===== src/rtl/noc_serial_transmitter_pkg.sv =====
// Shared NoC flit definitions: flit types, header layout and header builder.
`ifndef FLIT_DATA_WIDTH
`define FLIT_DATA_WIDTH 8
`endif

package noc_serial_transmitter_pkg;

    localparam int unsigned FLIT_W     = `FLIT_DATA_WIDTH;
    localparam int unsigned HDR_DST_W  = 4;
    localparam int unsigned HDR_FREE_W = FLIT_W - HDR_DST_W;

    typedef enum logic [1:0] {
        FLIT_HEADER = 2'd0,
        FLIT_DATA   = 2'd1,
        FLIT_TAIL   = 2'd2
    } flit_type_e;

    typedef struct packed {
        logic [HDR_DST_W-1:0]  dst;
        logic [HDR_FREE_W-1:0] free;
    } flit_hdr_t;

    typedef union packed {
        flit_hdr_t         hdr;
        logic [FLIT_W-1:0] data;
    } flit_payload_t;

    typedef struct packed {
        flit_type_e    flit_type;
        flit_payload_t payload;
    } flit_t;

    // Single place where header fields are assembled, shared by all endpoints.
    function automatic flit_hdr_t make_hdr(input logic [HDR_DST_W-1:0]  dst,
                                           input logic [HDR_FREE_W-1:0] free);
        flit_hdr_t h;
        h      = '0;
        h.dst  = dst;
        h.free = free;
        return h;
    endfunction

endpackage


===== src/rtl/node_port.sv =====
// Valid/ack flit link between a NoC endpoint and a router port.
interface node_port;
    import noc_serial_transmitter_pkg::*;

    logic  enable;
    flit_t flit;
    logic  ack;

    modport up   (output enable, output flit, input ack);
    modport down (input enable, input flit, output ack);
endinterface


===== src/rtl/noc_serial_transmitter.sv =====
// Serialises one captured packet into a HEADER flit followed by payload flits
// (last one tagged TAIL) on a node port.
module noc_serial_transmitter
    import noc_serial_transmitter_pkg::*;
#(
    parameter int unsigned PACKET_BITS  = 16,
    parameter int unsigned PADDING_BITS = 0,
    parameter int unsigned DST_BITS     = 4
) (
    input  logic                                            clk,
    input  logic                                            rst,
    input  logic                                            send,
    input  logic                                            abort,
    input  logic [DST_BITS-1:0]                             dst,
    input  logic [(PADDING_BITS > 0 ? PADDING_BITS : 1)-1:0] padding,
    input  logic [PACKET_BITS-1:0]                          packet,
    output logic                                            ready,
    output logic                                            done,
    node_port.up                                            up
);

    localparam int unsigned FW      = FLIT_W;
    localparam int unsigned N_FLITS = (PACKET_BITS + FW - 1) / FW;
    localparam int unsigned CNT_W   = (N_FLITS > 1) ? $clog2(N_FLITS) : 1;
    localparam int unsigned PKT_W   = N_FLITS * FW;
    localparam int unsigned PAD_W   = (PADDING_BITS > 0) ? PADDING_BITS : 1;

    typedef enum logic [1:0] {
        S_IDLE = 2'd0,
        S_HDR  = 2'd1,
        S_PAY  = 2'd2
    } state_e;

    state_e               state_q, state_d;
    logic [CNT_W-1:0]     cnt_q, cnt_d;
    logic [PKT_W-1:0]     pkt_q;
    logic [PAD_W-1:0]     pad_q;
    logic [DST_BITS-1:0]  dst_q;
    logic                 ready_q, done_q, done_d;
    logic                 capture_c;
    logic                 last_c;
    logic                 enable_c;
    flit_t                flit_c;
    logic [HDR_FREE_W-1:0] free_c;
    logic [FW-1:0]        slice_c;

    assign last_c  = (cnt_q == CNT_W'(N_FLITS - 1));
    assign free_c  = (PADDING_BITS == 0) ? '0 : HDR_FREE_W'(pad_q);
    assign slice_c = FW'(pkt_q >> (FW * 32'(cnt_q)));

    // State and counter register.
    always_ff @(posedge clk or posedge rst) begin
        if (rst) begin
            state_q <= S_IDLE;
            cnt_q   <= '0;
            ready_q <= 1'b1;
            done_q  <= 1'b0;
        end else begin
            state_q <= state_d;
            cnt_q   <= cnt_d;
            ready_q <= (state_d == S_IDLE);
            done_q  <= done_d;
        end
    end

    // Frame capture; packet is zero-extended so the last flit's spare bits are 0.
    always_ff @(posedge clk or posedge rst) begin
        if (rst) begin
            pkt_q <= '0;
            pad_q <= '0;
            dst_q <= '0;
        end else if (capture_c) begin
            pkt_q <= PKT_W'(packet);
            pad_q <= padding;
            dst_q <= dst;
        end
    end

    // Next-state and flit decode; flit depends only on registered state.
    always_comb begin
        state_d   = state_q;
        cnt_d     = cnt_q;
        capture_c = 1'b0;
        done_d    = 1'b0;
        enable_c  = 1'b0;
        flit_c    = '0;

        unique case (state_q)
            S_IDLE: begin
                if (send && !abort) begin
                    capture_c = 1'b1;
                    cnt_d     = '0;
                    state_d   = S_HDR;
                end
            end
            S_HDR: begin
                enable_c           = 1'b1;
                flit_c.flit_type   = FLIT_HEADER;
                flit_c.payload.hdr = make_hdr(HDR_DST_W'(dst_q), free_c);
                if (abort) begin
                    state_d = S_IDLE;
                    cnt_d   = '0;
                end else if (up.ack) begin
                    state_d = S_PAY;
                end
            end
            S_PAY: begin
                enable_c            = 1'b1;
                flit_c.flit_type    = last_c ? FLIT_TAIL : FLIT_DATA;
                flit_c.payload.data = slice_c;
                if (abort) begin
                    state_d = S_IDLE;
                    cnt_d   = '0;
                end else if (up.ack) begin
                    if (last_c) begin
                        state_d = S_IDLE;
                        cnt_d   = '0;
                        done_d  = 1'b1;
                    end else begin
                        cnt_d = cnt_q + CNT_W'(1);
                    end
                end
            end
            default: begin
                state_d = S_IDLE;
                cnt_d   = '0;
            end
        endcase
    end

    assign up.enable = enable_c;
    assign up.flit   = flit_c;
    assign ready     = ready_q;
    assign done      = done_q;

endmodule


===== src/flat_wrapper.sv =====
// flat-port wrapper written by rule: the top's interface ports become plain ports
module noc_serial_transmitter_flat import noc_serial_transmitter_pkg::*;
#(
    parameter int unsigned PACKET_BITS  = 16,
    parameter int unsigned PADDING_BITS = 0,
    parameter int unsigned DST_BITS     = 4
)
  (clk, rst, send, abort, dst, padding, packet, ready, done, up_enable, up_flit, up_ack);
  node_port up_i ();
  input  logic clk;
  input  logic rst;
  input  logic send;
  input  logic abort;
  input  logic [DST_BITS-1:0] dst;
  input  logic [(PADDING_BITS > 0 ? PADDING_BITS : 1)-1:0] padding;
  input  logic [PACKET_BITS-1:0] packet;
  output logic ready;
  output logic done;
  output wire logic [$bits(up_i.enable)-1:0] up_enable;
  output wire logic [$bits(up_i.flit)-1:0] up_flit;
  input wire logic [$bits(up_i.ack)-1:0] up_ack;
  assign up_enable = up_i.enable;
  assign up_flit = up_i.flit;
  assign up_i.ack = up_ack;
  noc_serial_transmitter #(.PACKET_BITS(PACKET_BITS), .PADDING_BITS(PADDING_BITS), .DST_BITS(DST_BITS)) u_core (.clk(clk), .rst(rst), .send(send), .abort(abort), .dst(dst), .padding(padding), .packet(packet), .ready(ready), .done(done), .up(up_i));
endmodule

===== config.mk =====
export PLATFORM = sky130hd
export DESIGN_NAME = noc_serial_transmitter_flat
export DESIGN_NICKNAME = d
export VERILOG_FILES = /design/src/rtl/noc_serial_transmitter_pkg.sv /design/src/rtl/node_port.sv /design/src/rtl/noc_serial_transmitter.sv /design/src/flat_wrapper.sv
export SDC_FILE = /design/constraint.sdc
export NUM_CORES = 1
export LEC_CHECK = 0
export BUFFER_PORTS_ARGS = -buffer_cell sky130_fd_sc_hd__buf_2
export CAP_MARGIN = 15
export CELL_PAD_IN_SITES_DETAIL_PLACEMENT = 0
export CELL_PAD_IN_SITES_GLOBAL_PLACEMENT = 1
export CORE_MARGIN = 2
export CORE_UTILIZATION = 40
export DETAILED_ROUTE_END_ITERATION = 16
export PLACE_DENSITY_LB_ADDON = 0.1
export RECOVER_POWER = 100
export SETUP_SLACK_MARGIN = 0.4
export SYNTH_ARGS = -nofsm -noshare
export SYNTH_HDL_FRONTEND = slang
export SYNTH_SLANG_ARGS = --single-unit

===== constraint.sdc =====
create_clock -name clk -period 1.6 [get_ports clk]
set_input_delay 0.32 -clock clk [delete_from_list [all_inputs] [get_ports clk]]
set_output_delay 0.32 -clock clk [all_outputs]
set_load 0.05 [all_outputs]

==> key figures <==
Routing
  • Routed Wire Length: between 3000 and 4000 um
  • Post-route antenna net violation count: 0
  • Vias: 1,003
  • DR DRC count: 0
  • Detailed router's first-iteration violation count: 26
  • First-pass iteration count of the detailed router: 6
  • Detailed-route wire length per cell: between 15 and 20 um
  • Detail-routed via count per cell: a little under 5

Clocking
  • Clock-pin slew on the worst setup and hold paths: 0.14 ns
  • Number of levels in the clock H-tree: 1
  • TritonCTS clock tree: yes
  • TritonCTS Buffers: 3
  • CTS max path bufs: 2
  • Clock latency on the worst-skew pair: 0.32 ns
  • Clock root buffer master: sky130_fd_sc_hd__clkbuf_4
  • TritonCTS sink count: 25

Final layout
  • Number of fill cells: 258
  • Total Nets Final: 190
  • Antenna fix cells: 0
  • Share of final-layout standard cells stronger than drive strength 1: 0.7107
  • Fin util: 0.6650
  • Synthesis-to-layout area growth: 56.41%
  • Final non-filler cell area: a little over 2000 um2
  • Post-route non-filler standard cell count: 203

STA
  • Final min period: 1.900 ns
  • Transition time at the pin with the least slew margin: 0.6260 ns
  • Count of endpoints failing setup in the final report: 11
  • Final total negative setup slack: -2.910 ns
  • Number of pins with negative max-slew slack in the final report: 0
  • Setup WS post-layout: -0.2998 ns
  • Setup skew after layout: 0.01276 ns
  • Final hold vios: 0
  • Worst slew margin relative to its limit: 0.5827
  • Maximum operating frequency: 0.5264 GHz
  • RSZ-0062 raised after global routing: yes
  • Min Hold Slack: 0.2166 ns
  • Crit share post-route: 1.187

Min path
  • Hold Path Class: in -> reg

Synth
  • Post-synthesis cell type with the largest combined area: sky130_fd_sc_hd__dfrtp_1
  • Netlist cell types: 27
  • Sequential cell area fraction in the yosys report: 0.4790
  • Netlist Area Pre-Place: roughly 1300 um2
  • Most instantiated library cell after synthesis: sky130_fd_sc_hd__dfrtp_1
  • Number of synthesis warnings: 0
  • Post-synthesis cell count: 101
  • Asr flop ratio synth: 1.000
  • Cells taking the most area after synthesis: sky130_fd_sc_hd__dfrtp_1, sky130_fd_sc_hd__mux2_2, sky130_fd_sc_hd__ha_1, sky130_fd_sc_hd__buf_6, sky130_fd_sc_hd__mux2i_1
  • Number of synthesized flops with an enable pin: 0
  • Flip-flop cell with the highest count after synthesis: sky130_fd_sc_hd__dfrtp_1
  • Most numerous cell types in the synthesized netlist: sky130_fd_sc_hd__dfrtp_1, sky130_fd_sc_hd__mux2_2, sky130_fd_sc_hd__nor2_1
  • Fraction of post-synthesis cell area in the top cell type by area: 0.4589
  • Register bit total from synthesis: 25
  • Syn avg cell area: approximately 13 um2
  • Nets in the synthesized netlist: 131

Floorplan
  • Die Footprint: ~3700 um2
  • Starting density of the core: 0.4252
  • Die boundary width: 61.20 um
  • Standard-cell rows: 20
  • Vertical extent of the die: 61.20 um
  • Count of pins on the block boundary: 39
  • Total core area: 3078 um2

GRT
  • Overall Global Routing Usage: 0.1864
  • Via count of the first global-routing pass: 1,079
  • Remaining global-route overflow: 0
  • Maximum number of pins on one net before global-route repair: 26
  • First-pass GRT wire length: 5106 um
  • Antenna violations before repair: 0

Run status
  • Run status: finished, violations left
  • Violated checks: setup timing

Pwr
  • Pwr/cell area: between 1500 and 2000 nW/um2
  • Worst ir drop on vdd: 0.0008645 V
  • Leakage power of the design: 0.9786 nW
  • Post-layout total power: ~3.6 mW

Critical path
  • Max incr delay on CP: around 0.42 ns
  • Kind of end point of the critical path: output port
  • Crit path kind: reg -> out
  • Series of cell instances along the critical path: inv_2 > ha_2 > buf_12 > a22oi_2 > nor2b_4 > buf_6
  • Critical path peak fanout: 6
  • Kind of launch point of the worst setup path: flop
  • Internal reg-to-reg setup slack: around 0.040 ns
  • Required time of the worst setup path: 1.28 ns
  • Critical-path cell with the highest stage delay: sky130_fd_sc_hd__dfrtp_1
  • Critical Path AT: 1.58 ns

Placement
  • DP Area: 1713 um2
  • Hpwl dp: 1918 um
  • Post-placement setup slack: -0.07342 ns
  • Number of instances in the placed design: roughly 190
  • Buffers on Ports: 37
  • RD Place Congestion: 0.7673

Run
  • Total of max-cap violations: 0
-- power breakdown --
part           internal [mW]  total [mW]  switching [mW]
Clock                 0.0974       0.287           0.189
Sequential             0.930        1.11           0.185
Combinational           1.19        2.15           0.955
-- what timing repair did --
| action | CTS | global route |
|---|---|---|
| gates cloned | 3 | 0 |
| pin swaps | 6 | 1 |
| hold buffers | 0 | 1 |
| gates resized for setup | 53 | 7 |
| hold endpoints to repair | 0 | 12 |
| endpoints found under the setup margin | 38 | 38 |
| buffers inserted | 3 | 4 |
-- layout make-up --
| cell class | instances | area (um2) | area share |
|---|---|---|---|
| multi-input cells | 70 | 895.9 | 0.4377 |
| clock buffers | 4 | 26.28 | 0.01284 |
| well taps | 44 | 55.05 | 0.02689 |
| inverters | 5 | 18.77 | 0.009169 |
| repair buffers | 55 | 422.9 | 0.2066 |
| flip-flops and latches | 25 | 628.1 | 0.3068 |
-- path summary, 6_finish.rpt --
check | startpoint | to | depth (start not counted)
min | packet[12] | u_core.pkt_q[12] | 2
max | u_core.state_q[0] | up_flit[7] | 6
max in group asynchronous | rst | u_core.cnt_q | 4
min in group asynchronous | rst | u_core.pkt_q[7] | 4
max reg2reg | u_core.state_q[0] | u_core.ready | 6
min reg2reg | u_core.pkt_q[13] | u_core.pkt_q[13] | 1
-- placed cells by master (no fill, tap or decap), drive strengths merged, types with 2 or more instances in the layout --
cell,count
a22oi,4
inv,5
nor2b,7
dfrtp,24
buf,52
clkbuf,6
a21oi,2
nor2,6
ha,4
a221oi,2
mux2,24
mux2i,4
nand3b,5
nand2,2
-- registers in the layout, summed over array words and instances, names as in the netlist --
signal / cells
u_core.dst_q: 4
u_core.cnt_q: 1
u_core.state_q: 2
u_core.done: 1
u_core.pkt_q: 16
u_core.ready: 1
-- layer usage --
metal	GRT usage	routed length (um)
met1	0.2579	1451
met2	0.2948	1539
met3	0.02101	92
met4	0.08075	61
met5	0	0
-- logic make-up (layout without fill, tap and decap cells) --
group	after synthesis	in the layout	share of synthesized area
flops	25	25	0.4790
mux	28	28	0.2400
compound gates	12	12	0.07936
fa+ha+maj	4	4	0.03824
buf+inv	9	64	0.04876
simple gates	23	26	0.1147
-- worst max-delay path: cells and delay by family (launching register included) --
family,cells,cell delay (ns)
DFF,1,0.42
and+or+nand+nor,1,0.13
AOI/OAI and AO/OA,1,0.07
adders and majority gates,1,0.26
buffers and inverters,3,0.38
No activity file was read; power rests on OpenSTA's default activity.
